**config.mk**
```make
export PLATFORM = sky130hd
export DESIGN_NAME = fifo_sync_prog_flat
export DESIGN_NICKNAME = d
export VERILOG_FILES = /design/src/rtl/fifo_sync_prog_if.sv /design/src/rtl/fifo_sync_prog.sv /design/src/flat_wrapper.sv
export SDC_FILE = /design/constraint.sdc
export NUM_CORES = 1
export LEC_CHECK = 0
export ABC_AREA = 1
export ABC_CLOCK_PERIOD_IN_PS = 2600
export CAP_MARGIN = 20
export CORE_UTILIZATION = 55
export CTS_BUF_LIST = sky130_fd_sc_hd__clkbuf_4 sky130_fd_sc_hd__clkbuf_8
export DETAILED_ROUTE_END_ITERATION = 8
export GPL_ROUTABILITY_DRIVEN = 0
export HOLD_SLACK_MARGIN = 0.02
export PLACE_DENSITY = 0.8
export SYNTH_ARGS = -nofsm -noshare
export SYNTH_HDL_FRONTEND = slang
export SYNTH_SLANG_ARGS = --single-unit
```
**constraint.sdc**
```tcl
create_clock -name clk -period 2.6 [get_ports clk]
set_input_delay 0.78 -clock clk [delete_from_list [all_inputs] [get_ports clk]]
set_output_delay 0.78 -clock clk [all_outputs]
set_load 0.1 [all_outputs]
```
**src/rtl/fifo_sync_prog_if.sv**
```systemverilog
`default_nettype none
// ============================================================================
//  Module   : fifo_sync_prog_if
//  Purpose  : Handshake/status bundle between a FIFO user and fifo_sync_prog.
//  Revision : 1.0  initial release
// ============================================================================
interface fifo_sync_prog_if #(
    parameter int WIDTH = 8,
    parameter int DEPTH = 16
);
    localparam int PTR_WIDTH = $clog2(DEPTH);

    logic                 wr_en;
    logic [WIDTH-1:0]     wdata;
    logic                 rd_en;
    logic                 err_clr;
    logic [WIDTH-1:0]     rdata;
    logic                 rd_valid;
    logic                 full;
    logic                 empty;
    logic                 almost_full;
    logic                 almost_empty;
    logic [PTR_WIDTH:0]   count;
    logic                 wr_err;
    logic                 rd_err;

    modport master (
        output wr_en, wdata, rd_en, err_clr,
        input  rdata, rd_valid, full, empty, almost_full, almost_empty,
               count, wr_err, rd_err
    );

    modport slave (
        input  wr_en, wdata, rd_en, err_clr,
        output rdata, rd_valid, full, empty, almost_full, almost_empty,
               count, wr_err, rd_err
    );
endinterface
`default_nettype wire

```
**src/rtl/fifo_sync_prog.sv**
```systemverilog
`default_nettype none
// ============================================================================
//  Module   : fifo_sync_prog
//  Purpose  : Parametrised single-clock FIFO with occupancy count, programmable
//             almost flags, sticky error flags and optional FWFT read mode.
//  Revision : 1.0  initial release
// ============================================================================
module fifo_sync_prog #(
    parameter int WIDTH     = 8,
    parameter int DEPTH     = 16,
    parameter int PTR_WIDTH = $clog2(DEPTH),
    parameter int AF_LEVEL  = DEPTH - 2,
    parameter int AE_LEVEL  = 2,
    parameter int FWFT      = 0
) (
    input  wire logic          clk,
    input  wire logic          rst,
    fifo_sync_prog_if.slave    bus
);

    localparam logic [PTR_WIDTH:0] c_PTR_ONE  = (PTR_WIDTH + 1)'(1);
    localparam logic [PTR_WIDTH:0] c_AF_LEVEL = (PTR_WIDTH + 1)'(AF_LEVEL);
    localparam logic [PTR_WIDTH:0] c_AE_LEVEL = (PTR_WIDTH + 1)'(AE_LEVEL);

    // ------------------------------------------------------------------
    // Elaboration-time parameter sanity checks
    // ------------------------------------------------------------------
    generate
        if ((DEPTH < 2) || ((DEPTH & (DEPTH - 1)) != 0)) begin : g_chk_depth
            $error("fifo_sync_prog: DEPTH must be a power of two >= 2");
        end
        if (PTR_WIDTH != $clog2(DEPTH)) begin : g_chk_ptr
            $error("fifo_sync_prog: PTR_WIDTH is derived from DEPTH");
        end
        if ((AF_LEVEL > DEPTH) || (AF_LEVEL < 0)) begin : g_chk_af
            $error("fifo_sync_prog: AF_LEVEL out of range");
        end
        if ((AE_LEVEL >= DEPTH) || (AE_LEVEL < 0)) begin : g_chk_ae
            $error("fifo_sync_prog: AE_LEVEL out of range");
        end
        if (WIDTH < 1) begin : g_chk_width
            $error("fifo_sync_prog: WIDTH must be >= 1");
        end
    endgenerate

    logic [WIDTH-1:0]     mem [DEPTH];
    logic [PTR_WIDTH:0]   r_wr_ptr;
    logic [PTR_WIDTH:0]   r_rd_ptr;
    logic                 r_wr_err;
    logic                 r_rd_err;

    logic [PTR_WIDTH-1:0] w_wr_addr;
    logic [PTR_WIDTH-1:0] w_rd_addr;
    logic                 w_full;
    logic                 w_empty;
    logic [PTR_WIDTH:0]   w_count;
    logic                 w_rd_acc;
    logic                 w_wr_acc;
    logic                 w_wr_rej;
    logic                 w_rd_rej;

    assign w_wr_addr = r_wr_ptr[PTR_WIDTH-1:0];
    assign w_rd_addr = r_rd_ptr[PTR_WIDTH-1:0];

    assign w_full  = (r_wr_ptr[PTR_WIDTH] != r_rd_ptr[PTR_WIDTH]) &&
                     (w_wr_addr == w_rd_addr);
    assign w_empty = (r_wr_ptr == r_rd_ptr);
    assign w_count = r_wr_ptr - r_rd_ptr;

    // A write into a full FIFO is legal only when a read frees a slot the same cycle
    assign w_rd_acc = bus.rd_en && !w_empty;
    assign w_wr_acc = bus.wr_en && (!w_full || w_rd_acc);
    assign w_wr_rej = bus.wr_en && !w_wr_acc;
    assign w_rd_rej = bus.rd_en && w_empty;

    always_ff @(posedge clk) begin
        if (!rst) begin
            r_wr_ptr <= '0;
            r_rd_ptr <= '0;
            r_wr_err <= 1'b0;
            r_rd_err <= 1'b0;
        end else begin
            if (w_wr_acc) begin
                r_wr_ptr <= r_wr_ptr + c_PTR_ONE;
            end
            if (w_rd_acc) begin
                r_rd_ptr <= r_rd_ptr + c_PTR_ONE;
            end
            // A new error in the same cycle as err_clr wins
            if (w_wr_rej) begin
                r_wr_err <= 1'b1;
            end else if (bus.err_clr) begin
                r_wr_err <= 1'b0;
            end
            if (w_rd_rej) begin
                r_rd_err <= 1'b1;
            end else if (bus.err_clr) begin
                r_rd_err <= 1'b0;
            end
        end
    end

    // Storage is not reset; reset only blocks writes in that cycle
    always_ff @(posedge clk) begin
        if (rst && w_wr_acc) begin
            mem[w_wr_addr] <= bus.wdata;
        end
    end

    generate
        if (FWFT != 0) begin : g_fwft
            assign bus.rdata    = mem[w_rd_addr];
            assign bus.rd_valid = !w_empty;
        end else begin : g_std
            logic [WIDTH-1:0] r_rdata;
            logic             r_rd_valid;

            // Nonblocking memory write means a same-address read returns the old word
            always_ff @(posedge clk) begin
                if (!rst) begin
                    r_rdata    <= '0;
                    r_rd_valid <= 1'b0;
                end else begin
                    r_rd_valid <= w_rd_acc;
                    if (w_rd_acc) begin
                        r_rdata <= mem[w_rd_addr];
                    end
                end
            end

            assign bus.rdata    = r_rdata;
            assign bus.rd_valid = r_rd_valid;
        end
    endgenerate

    assign bus.full         = w_full;
    assign bus.empty        = w_empty;
    assign bus.count        = w_count;
    assign bus.almost_full  = (w_count >= c_AF_LEVEL);
    assign bus.almost_empty = (w_count <= c_AE_LEVEL);
    assign bus.wr_err       = r_wr_err;
    assign bus.rd_err       = r_rd_err;

endmodule
`default_nettype wire

```
**src/flat_wrapper.sv**
```systemverilog
// flat-port wrapper written by rule: the top's interface ports become plain ports
module fifo_sync_prog_flat 
#(
    parameter int WIDTH     = 8,
    parameter int DEPTH     = 16,
    parameter int PTR_WIDTH = $clog2(DEPTH),
    parameter int AF_LEVEL  = DEPTH - 2,
    parameter int AE_LEVEL  = 2,
    parameter int FWFT      = 0
)
  (clk, rst, bus_wr_en, bus_wdata, bus_rd_en, bus_err_clr, bus_rdata, bus_rd_valid, bus_full, bus_empty, bus_almost_full, bus_almost_empty, bus_count, bus_wr_err, bus_rd_err);
  fifo_sync_prog_if #(.WIDTH(WIDTH), .DEPTH(DEPTH)) bus_i ();
  input  wire logic clk;
  input  wire logic rst;
  input wire logic [$bits(bus_i.wr_en)-1:0] bus_wr_en;
  input wire logic [$bits(bus_i.wdata)-1:0] bus_wdata;
  input wire logic [$bits(bus_i.rd_en)-1:0] bus_rd_en;
  input wire logic [$bits(bus_i.err_clr)-1:0] bus_err_clr;
  output wire logic [$bits(bus_i.rdata)-1:0] bus_rdata;
  output wire logic [$bits(bus_i.rd_valid)-1:0] bus_rd_valid;
  output wire logic [$bits(bus_i.full)-1:0] bus_full;
  output wire logic [$bits(bus_i.empty)-1:0] bus_empty;
  output wire logic [$bits(bus_i.almost_full)-1:0] bus_almost_full;
  output wire logic [$bits(bus_i.almost_empty)-1:0] bus_almost_empty;
  output wire logic [$bits(bus_i.count)-1:0] bus_count;
  output wire logic [$bits(bus_i.wr_err)-1:0] bus_wr_err;
  output wire logic [$bits(bus_i.rd_err)-1:0] bus_rd_err;
  assign bus_i.wr_en = bus_wr_en;
  assign bus_i.wdata = bus_wdata;
  assign bus_i.rd_en = bus_rd_en;
  assign bus_i.err_clr = bus_err_clr;
  assign bus_rdata = bus_i.rdata;
  assign bus_rd_valid = bus_i.rd_valid;
  assign bus_full = bus_i.full;
  assign bus_empty = bus_i.empty;
  assign bus_almost_full = bus_i.almost_full;
  assign bus_almost_empty = bus_i.almost_empty;
  assign bus_count = bus_i.count;
  assign bus_wr_err = bus_i.wr_err;
  assign bus_rd_err = bus_i.rd_err;
  fifo_sync_prog #(.WIDTH(WIDTH), .DEPTH(DEPTH), .PTR_WIDTH(PTR_WIDTH), .AF_LEVEL(AF_LEVEL), .AE_LEVEL(AE_LEVEL), .FWFT(FWFT)) u_core (.clk(clk), .rst(rst), .bus(bus_i));
endmodule
```
Yosys cells after proc, flatten, opt, wreduce, memory -nomap -nowiden
Memory sizes are Yosys's and may differ from the RTL's. A register that Yosys moved wholly into a read port is not among the register bits.
Index checks and enable logic that the tools add are counted.
{"block": "classes", "add_sub_neg": 3, "order_cmp": 2, "n_eq_ne": 3, "mux": 5, "n_reduce_logical": 13}
{"operator": "$add 5x1->5 const B", "n": 2}
{"operator": "$logic_and 1x1->1", "n": 6}
{"operator": "$eq 5x5->1", "n": 1}
{"operator": "$ge 5x4->1 const B", "n": 1}
{"operator": "$le 5x2->1 const B", "n": 1}
{"operator": "$mux 1", "n": 5}
{"operator": "$sub 5x5->5", "n": 1}
{"operator": "$eq 4x4->1", "n": 1}
{"operator": "$logic_not 1->1", "n": 4}
{"operator": "$reduce_bool 2->1", "n": 2}
{"operator": "$logic_or 1x1->1", "n": 1}
{"operator": "$ne 1x1->1", "n": 1}
{"block": "totals", "reg_bits": 13, "ramBits": 128, "inputBits": 13, "word_cells": 32, "n_memories": 1}
{"name": "u_core.mem", "depth": 16, "word_bits": 8, "rd": 1, "rd_clocked_by_memory_dff": 1, "wr": 1, "line": "fifo_sync_prog.sv:46", "rtl": "logic [WIDTH-1:0] mem [DEPTH];"}

Longest topological paths before layout
Gate-level depths: netlist of the first run.
{"block": "logic_depth", "depth_word": 8, "depth_mapped": 13, "ltp_nobuf": 10}

Least setup slack after synthesis of the first run
OpenSTA, ideal clock, no wires.
{"block": "synth_path", "path_type": "flip-flop to output port", "from": "reg u_core.r_rd_ptr[1]", "to": "out bus_almost_empty", "arrival_ns": 4.350, "required_ns": 1.820, "setup_slack_ns": -2.530, "path_stages_with_launch": 10, "path_buffers": 2, "path_cell_list": "dfxtp_1 -> buf_2 -> inv_2 -> buf_2 -> fa_1 -> nand3_1 -> nand2_1 -> nand3_1 -> nand2_1 -> nor3b_1"}
{"block": "synth_via", "elab_chain_cells": 2}
{"element": "start, declared", "line": "fifo_sync_prog.sv:48", "rtl": "logic [PTR_WIDTH:0] r_rd_ptr;"}
{"element": "start signal, assigned", "line": "fifo_sync_prog.sv:87", "rtl": "r_rd_ptr <= r_rd_ptr + c_PTR_ONE;"}
{"element": "$sub 5x5->5", "line": "fifo_sync_prog.sv:68", "rtl": "assign w_count = r_wr_ptr - r_rd_ptr;"}
{"element": "via bus_count[4]", "line": "flat_wrapper.sv:25", "rtl": "output wire logic [$bits(bus_i.count)-1:0] bus_count;"}
{"element": "$le 5x2->1", "line": "fifo_sync_prog.sv:140", "rtl": "assign bus.almost_empty = (w_count <= c_AE_LEVEL);"}
{"element": "end, declared", "line": "flat_wrapper.sv:24", "rtl": "output wire logic [$bits(bus_i.almost_empty)-1:0] bus_almost_empty;"}
The timed path passes the listed nets, and every way through them passes these cells.

Final worst setup path of the first run
{"block": "layout_path", "from": "reg u_core.r_wr_ptr[0]", "to": "out bus_almost_empty"}
{"block": "layout_via", "elab_chain_cells": 2}
{"element": "start, declared", "line": "fifo_sync_prog.sv:47", "rtl": "logic [PTR_WIDTH:0] r_wr_ptr;"}
{"element": "start signal, assigned", "line": "fifo_sync_prog.sv:84", "rtl": "r_wr_ptr <= r_wr_ptr + c_PTR_ONE;"}
{"element": "$sub 5x5->5", "line": "fifo_sync_prog.sv:68"}
{"element": "$le 5x2->1", "line": "fifo_sync_prog.sv:140"}
No other way between the ends.

==> run_results.csv, run 1 <==
group,metric,value,unit
power,power.density,788,nW/µm²
critical_path,required,1.82,ns
drt,firstDrtPassIters,5,
clock_network,clockRootBuffer,"clkbuf_8",
hold_path,hp-start,"u_core.bus.rd_err",
finish,syn_to_final_growth,20.8,%
critical_path,criticalPathCategory,"reg2out",
timing,maxSlewViolCount,0,
power,internal_power,4.17,mW
power,pwr-share-comb,27.9,%
critical_path,crit_arrival,2.17,ns
critical_path,critPathMaxStageDelay,0.40,ns
finish,nets,747,
clock_network,cts_sinks,149,
timing,worst_clock_skew,0.0114,ns
critical_path,crit_buf_inv,3,
drt,ant_nets,0,
synthesis,synthesis.nets,679,
timing,tns,-1.04,ns
finish,n_fill_cell,792,
synthesis,syn_avg_cell_area,10.0,µm²
floorplan,die_area,12400,µm²
timing,post-route-period-util,113,%
synthesis,synth_area,6580,µm²
timing,fin_ws,-0.348,ns
finish,final_util,69.0,%
critical_path,cp_top_family,"simple AND/OR/NAND/NOR gates",
critical_path,cp_max_fo,2,
synthesis,syn_inst,656,
finish,n_antenna_cell,0,
synthesis,synth_fa_ha_area_share,2.02,%
grt,grt_max_degree,68,
finish,multiInputGateArea,1980,µm²
synthesis,synth_area_leaders,"edfxtp_1, nand2_1, nand3_1, dfxtp_1, inv_1",
drt,wire_per_inst,17.0,µm
power,p_leak,3.30,nW
power,p_clk_share,29.3,%
floorplan,num_rows,39,
finish,regArea,4280,µm²
critical_path,crit_path_start_kind,"register",
timing,clock.fmax,339,MHz
synthesis,synth-simple-area-share,21.1,%
place,hpwlAfterDp,9420,µm
power,swShare,33.4,%
timing,hold_violations,0,
finish,layout-drive-gt1-share,19.0,%
drt,vias_per_cell,5.49,
power,p_switching,2.09,mW
status,violations,"negative setup slack",
synthesis,yosysSeqAreaShare,64.8,%
timing,slew_headroom,48.5,%
timing,min_period,2.95,ns
synthesis,synth_top_cell_by_area,"edfxtp_1",
synthesis,netlist.area_leader.share,58.4,%
synthesis,synth_xor_area_share,0.932,%
grt,antenna_found_initial,0,
timing,rsz0062_at_grt,"yes",
synthesis,ys_ff_latch,149,
synthesis,yosysUniqueCellTypes,27,
grt,grt_overflow,0,
place,io_buffers,32,
clock_network,cts-buffers-inserted,17,
clock_network,clkTransAtPathRegs,0.08,ns
grt,track_usage,25.3,%
floorplan,die_w,111,µm
synthesis,yosys_warnings,0,
drt,wirelength,15000,µm
clock_network,cts.path.max_buffers,2,
synthesis,synth-compound-area-share,3.18,%
drt,drc,0,
status,outcome,"finished with violations",
place,dp_cells,839,
synthesis,synth_top_family_by_area,"simple AND/OR/NAND/NOR gates",
clock_network,clk_latency,0.44,ns
critical_path,crit_path_cell_trace,"inv_2 > ha_4 > inv_2 > fa_2 > nand3_4 > nand2_2 > nand3_4 > nand2_8 > nor3b_4 > buf_12",
hold_path,hp-class,"reg2reg",
timing,hold_slack,0.473,ns
run,max_cap_viol_count,0,
floorplan,coreArea,11500,µm²
drt,drt-initial-drc-count,503,
critical_path,crit_path_end_kind,"primary output",
floorplan,fp.dieH,111,µm
critical_path,cp-startpoint,"u_core.r_wr_ptr[0]",
synthesis,synthMuxAreaShare,0,%
grt,grt_first_pass_wirelength,23700,µm
power,seqPwrFrac,42.8,%
critical_path,crit_slowest_cell,"fa_2",
timing,tightest_slew,0.769,ns
power,power,6.26,mW
clock_network,cts_tree,"yes",
critical_path,rr_startpoint,"u_core.r_rd_ptr[3]",
clock_network,htreeDepth,4,
finish,stdcell_count,880,
floorplan,floorplan.initialDensity,57.1,%
grt,grt_pass1_vias,4712,
power,max-vdd-ir-drop,0.000482,V
timing,setup_violations,5,
drt,vias,4827,
floorplan,io_pins,33,
per-layer routing:
metal	vias up	track usage [%]	routed length, µm
li1	2281	-	-
met1	2309	31.9	5900
met2	214	43.5	7780
met3	23	4.30	1010
met4	0	10.5	278
met5	-	0	0
cells in the mapped netlist:
master and instances:
nand2_1 181, buf_6 3, nor2_1 31, clkinv_1 2
ha_1 9, nor2_2 1, inv_2 5, a21oi_1 28
o21ai_0 12, buf_4 1, buf_2 18, nand2_2 3
dfxtp_1 21, clkbuf_1 3, nor3b_1 1, inv_1 92
fa_1 1, nand3_2 2, inv_4 1, nand4_1 1
nor2_4 1, xor2_1 7, buf_1 1, a21oi_2 1
edfxtp_1 128, nand2_4 2, nand3_1 100
cell type report:
cell class	instances	share of cell area, %
Sequential cell	149	53.8
Clock inverter	12	1.92
Multi-Input combinational cell	381	25.0
Timing Repair Buffer	75	9.07
Inverter	100	4.79
Tap cell	143	2.25
Clock buffer	20	3.23
power groups by stage:
stage,combinational [mW],clock [mW],sequential [mW]
2_1_floorplan,0.985,0,2.93
3_3_place_gp,1.61,0,2.73
3_5_place_dp,1.65,0,2.73
4_1_cts,1.73,1.84,2.68
5_1_grt,1.84,1.93,2.68
6_report,1.75,1.84,2.68
cells in the final DEF, fill, tap and decap left out, drive strengths merged:
cell type	count
xor2	7
o21ai	12
nand4	1
clkinv	9
ha	9
nand2	186
edfxtp	128
bufinv	3
buf	63
clkbuf	20
inv	100
nor3b	1
clkdlybuf4s50	12
a21oi	29
dfxtp	21
fa	1
nor2	33
nand3	102
worst register-to-register path, cell delays in order, from the launching register on:
cell and delay [ns]:
dfxtp_2 0.34, inv_2 0.06, ha_4 0.26, buf_4 0.16
nand4_1 0.12, nor2_4 0.07, buf_4 0.14, nand2_2 0.10
nand2_4 0.09, nor2_4 0.11, nand2_1 0.13, nor2_1 0.15
buf_4 0.20
metrics by stage:
stage               setup WS (ns)  area, µm²
floorplan                  -0.540       6730
global placement           0.0679       7390
detailed placement         0.0106       7390
CTS                        -0.338       7940
global route               -0.431       7950
finish                     -0.348       7950
flip-flops by register name (all words and copies together), names as in the netlist:
| signal | cells |
|---|---|
| u_core.r_wr_ptr | 5 |
| u_core.r_rd_ptr | 5 |
| u_core.mem | 128 |
| u_core.bus.rd_err | 1 |
| u_core.bus.rd_valid | 1 |
| u_core.bus.rdata | 8 |
| u_core.bus.wr_err | 1 |
worst paths after layout:
check / endpoint / slack (ns) / cells past startpoint
setup / recovery: bus_almost_empty / -0.35 / 10
hold / removal: u_core.bus.rd_err / 0.47 / 2
setup reg to reg: u_core.mem[5][0] / 0.37 / 12
hold reg to reg: u_core.bus.rd_err / 0.47 / 2
timing repair:
| action | 4_1_cts | 5_1_grt |
|---|---|---|
| pin swaps | 9 | 2 |
| hold buffers | 0 | 0 |
| buffers inserted | 8 | 1 |
| resized for setup | 22 | 0 |
| endpoints found under the setup margin | 8 | 7 |
logic make-up after synthesis:
logic type / count (synthesis)
simple gates: 323
flops: 149
buf+inv: 126
compound gates: 41
fa+ha+maj: 10
xor+xnor: 7
(Power assumes the default switching activity.)
==> run 2: changes to the inputs <==
--- a/config.mk
+++ b/config.mk
@@ -12,7 +12,7 @@
 export CTS_BUF_LIST = sky130_fd_sc_hd__clkbuf_4 sky130_fd_sc_hd__clkbuf_8
 export DETAILED_ROUTE_END_ITERATION = 8
 export GPL_ROUTABILITY_DRIVEN = 0
-export HOLD_SLACK_MARGIN = 0.02
+export HOLD_SLACK_MARGIN = 0.12
 export PLACE_DENSITY = 0.8
 export SYNTH_ARGS = -nofsm -noshare
 export SYNTH_HDL_FRONTEND = slang
==> results of run 2 <==
Same layout as run 1: the final DEF is identical, and so are final timing and power.
==> run 3: changes to the inputs <==
--- a/config.mk
+++ b/config.mk
@@ -6,8 +6,7 @@
 export NUM_CORES = 1
 export LEC_CHECK = 0
 export ABC_AREA = 1
-export ABC_CLOCK_PERIOD_IN_PS = 2600
-export CAP_MARGIN = 20
+export ABC_CLOCK_PERIOD_IN_PS = 2900
 export CORE_UTILIZATION = 55
 export CTS_BUF_LIST = sky130_fd_sc_hd__clkbuf_4 sky130_fd_sc_hd__clkbuf_8
 export DETAILED_ROUTE_END_ITERATION = 8
@@ -17,3 +16,4 @@
 export SYNTH_ARGS = -nofsm -noshare
 export SYNTH_HDL_FRONTEND = slang
 export SYNTH_SLANG_ARGS = --single-unit
+export TNS_END_PERCENT = 10
==> constraint.sdc (replaced) <==
create_clock -name clk -period 2.9 [get_ports clk]
set_input_delay 0.87 -clock clk [delete_from_list [all_inputs] [get_ports clk]]
set_output_delay 0.87 -clock clk [all_outputs]
set_load 0.1 [all_outputs]
==> run 3 against run 2 <==
The flow finishes with violations (design-rule violations, negative setup slack). Register-to-register slack better by 0.23 ns. Sequential cell count did not move. Total power shrank 12%. Non-clock buffer count fell by 5. Global-route usage increased by 0.46 points. Count of clock-buffer cells in the layout is 2 lower. Die area stayed put. Routed wire length rose by 3.9%. Largest power group unchanged.
==> run_results.csv, run 3 (synthesized netlist as in run 1, its figures left out) <==
group,metric,value,unit
clock_network,clkTransAtPathRegs,0.08,ns
timing,min_period,3.10,ns
clock_network,cts_tree,"yes",
drt,ant_nets,0,
timing,hold_violations,0,
critical_path,cp_max_fo,6,
critical_path,crit_path_end_kind,"primary output",
floorplan,coreArea,11500,µm²
power,power.density,698,nW/µm²
drt,drt-initial-drc-count,591,
status,violations,"design-rule violations, negative setup slack",
grt,track_usage,25.7,%
status,outcome,"finished with violations",
clock_network,cts-buffers-inserted,17,
critical_path,required,2.03,ns
critical_path,crit_path_cell_trace,"inv_1 > ha_4 > nand3_1 > nand2_2 > xor2_4 > nand3_2 > nand3_4 > buf_12",
clock_network,htreeDepth,4,
power,max-vdd-ir-drop,0.000477,V
timing,maxSlewViolCount,0,
clock_network,cts.path.max_buffers,2,
clock_network,hold_buffers,0,
timing,tns,-0.657,ns
timing,fin_ws,-0.197,ns
power,p_leak,3.25,nW
drt,wire_per_inst,17.8,µm
timing,post-route-period-util,107,%
critical_path,crit_path_start_kind,"register",
run,max_cap_viol_count,0,
timing,clock.fmax,323,MHz
floorplan,die_area,12400,µm²
drt,vias_per_cell,5.52,
finish,final_cell_mix,"nand2_1, edfxtp_1, nand3_1",
finish,layout-drive-gt1-share,17.9,%
timing,tightest_slew,0.826,ns
clock_network,clk_latency,0.45,ns
clock_network,cts_sinks,149,
power,power,5.49,mW
floorplan,die_w,111,µm
finish,regMostFlops,"u_core.mem",
timing,slew_headroom,44.8,%
floorplan,floorplan.initialDensity,57.1,%
drt,vias,4830,
critical_path,crit_arrival,2.23,ns
finish,layout_commonest_cell,"nand2_1",
finish,nets,742,
place,io_buffers,32,
grt,grt_pass1_vias,4690,
finish,n_antenna_cell,0,
drt,wirelength,15600,µm
floorplan,fp.dieH,111,µm
timing,worst_clock_skew,0.0120,ns
grt,grt_max_degree,68,
clock_network,clockRootBuffer,"clkbuf_8",
finish,final_util,68.3,%
critical_path,crit_slowest_cell,"dfxtp_1",
drt,firstDrtPassIters,7,
floorplan,num_rows,39,
grt,grt_first_pass_wirelength,23700,µm
timing,setup_violations,5,
drt,drc,2,
grt,antenna_found_initial,0,
critical_path,criticalPathCategory,"reg2out",
critical_path,critPathMaxStageDelay,0.35,ns
finish,n_fill_cell,795,
finish,syn_to_final_growth,19.5,%
finish,regArea,4270,µm²
finish,multiInputGateArea,1970,µm²
timing,rsz0062_at_grt,"yes",
place,hpwlAfterDp,9550,µm
grt,grt_overflow,0,
floorplan,io_pins,33,
hold_path,hp-class,"reg2reg",
finish,largest_reg_flops,128,
==> run 3: cell count changes in the layout (fill, tap and decap cells not counted), sizes merged <==
| cell | before | now |
|---|---|---|
| inv | 100 | 104 |
| clkbuf | 20 | 18 |
| clkinvlp | 0 | 4 |
| buf | 63 | 58 |
| bufinv | 3 | 1 |
| clkinv | 9 | 5 |
==> run 3: through the flow <==
stage / cells / hold slack [ns] / area [µm²] / setup WS [ns]
2_1_floorplan: 656 / 0.457 / 6730 / -0.330
3_3_place_gp: 836 / 0.454 / 7360 / 0.191
3_5_place_dp: 836 / 0.461 / 7360 / 0.146
4_1_cts: 872 / 0.472 / 7790 / -0.182
5_1_grt: 875 / 0.483 / 7870 / -0.295
6_report: 875 / 0.469 / 7870 / -0.197
==> run 3: path summary, 6_finish.rpt <==
path / cells past startpoint / slack (ns) / from / end
worst max register to register: 11 / 0.60 / u_core.r_rd_ptr[3] / u_core.mem[0][2]
worst max-delay path: 8 / -0.20 / u_core.r_rd_ptr[2] / bus_almost_full
worst min register to register: 2 / 0.47 / u_core.bus.rd_err / u_core.bus.rd_err
worst min-delay path: 2 / 0.47 / u_core.bus.rd_err / u_core.bus.rd_err
==> run 3: repair_timing <==
action	4_1_cts	5_1_grt
resized for setup	5	11
setup buffers	4	3
endpoints found under the setup margin	4	6
pin swaps	4	8
==> run 3: cell type report <==
cell class / count / share of cell area [%]
inverter: 100 / 4.87
tap: 143 / 2.27
multi-input combinational: 381 / 25.1
sequential: 149 / 54.3
timing repair buffer: 70 / 8.59
clock buffer: 18 / 3.07
clock inverter: 14 / 1.80
==> run 3: layer usage <==
metal  vias to the layer above  wire length (µm)  track usage, %
met5                         -                 0               0
met4                         0               569            13.6
met3                        39              1300            5.72
met2                       237              7810            42.5
met1                      2288              5880            31.9
li1                       2266                 -               -
==> run 3: where the power goes <==
part           internal [mW]  switching [mW]  total (mW)
combinational          0.466            1.09        1.56
clock                  0.708           0.819        1.53
sequential              2.37          0.0365        2.41
==> run 3: worst max-delay path: cells and delay by family, from the launching register on <==
kind | cells | cell delay [ns]
AND/OR/NAND/NOR | 4 | 0.53
flip-flops | 1 | 0.35
adder cells (fa/ha/maj) | 1 | 0.35
XOR/XNOR | 1 | 0.29
buffers and inverters | 2 | 0.26
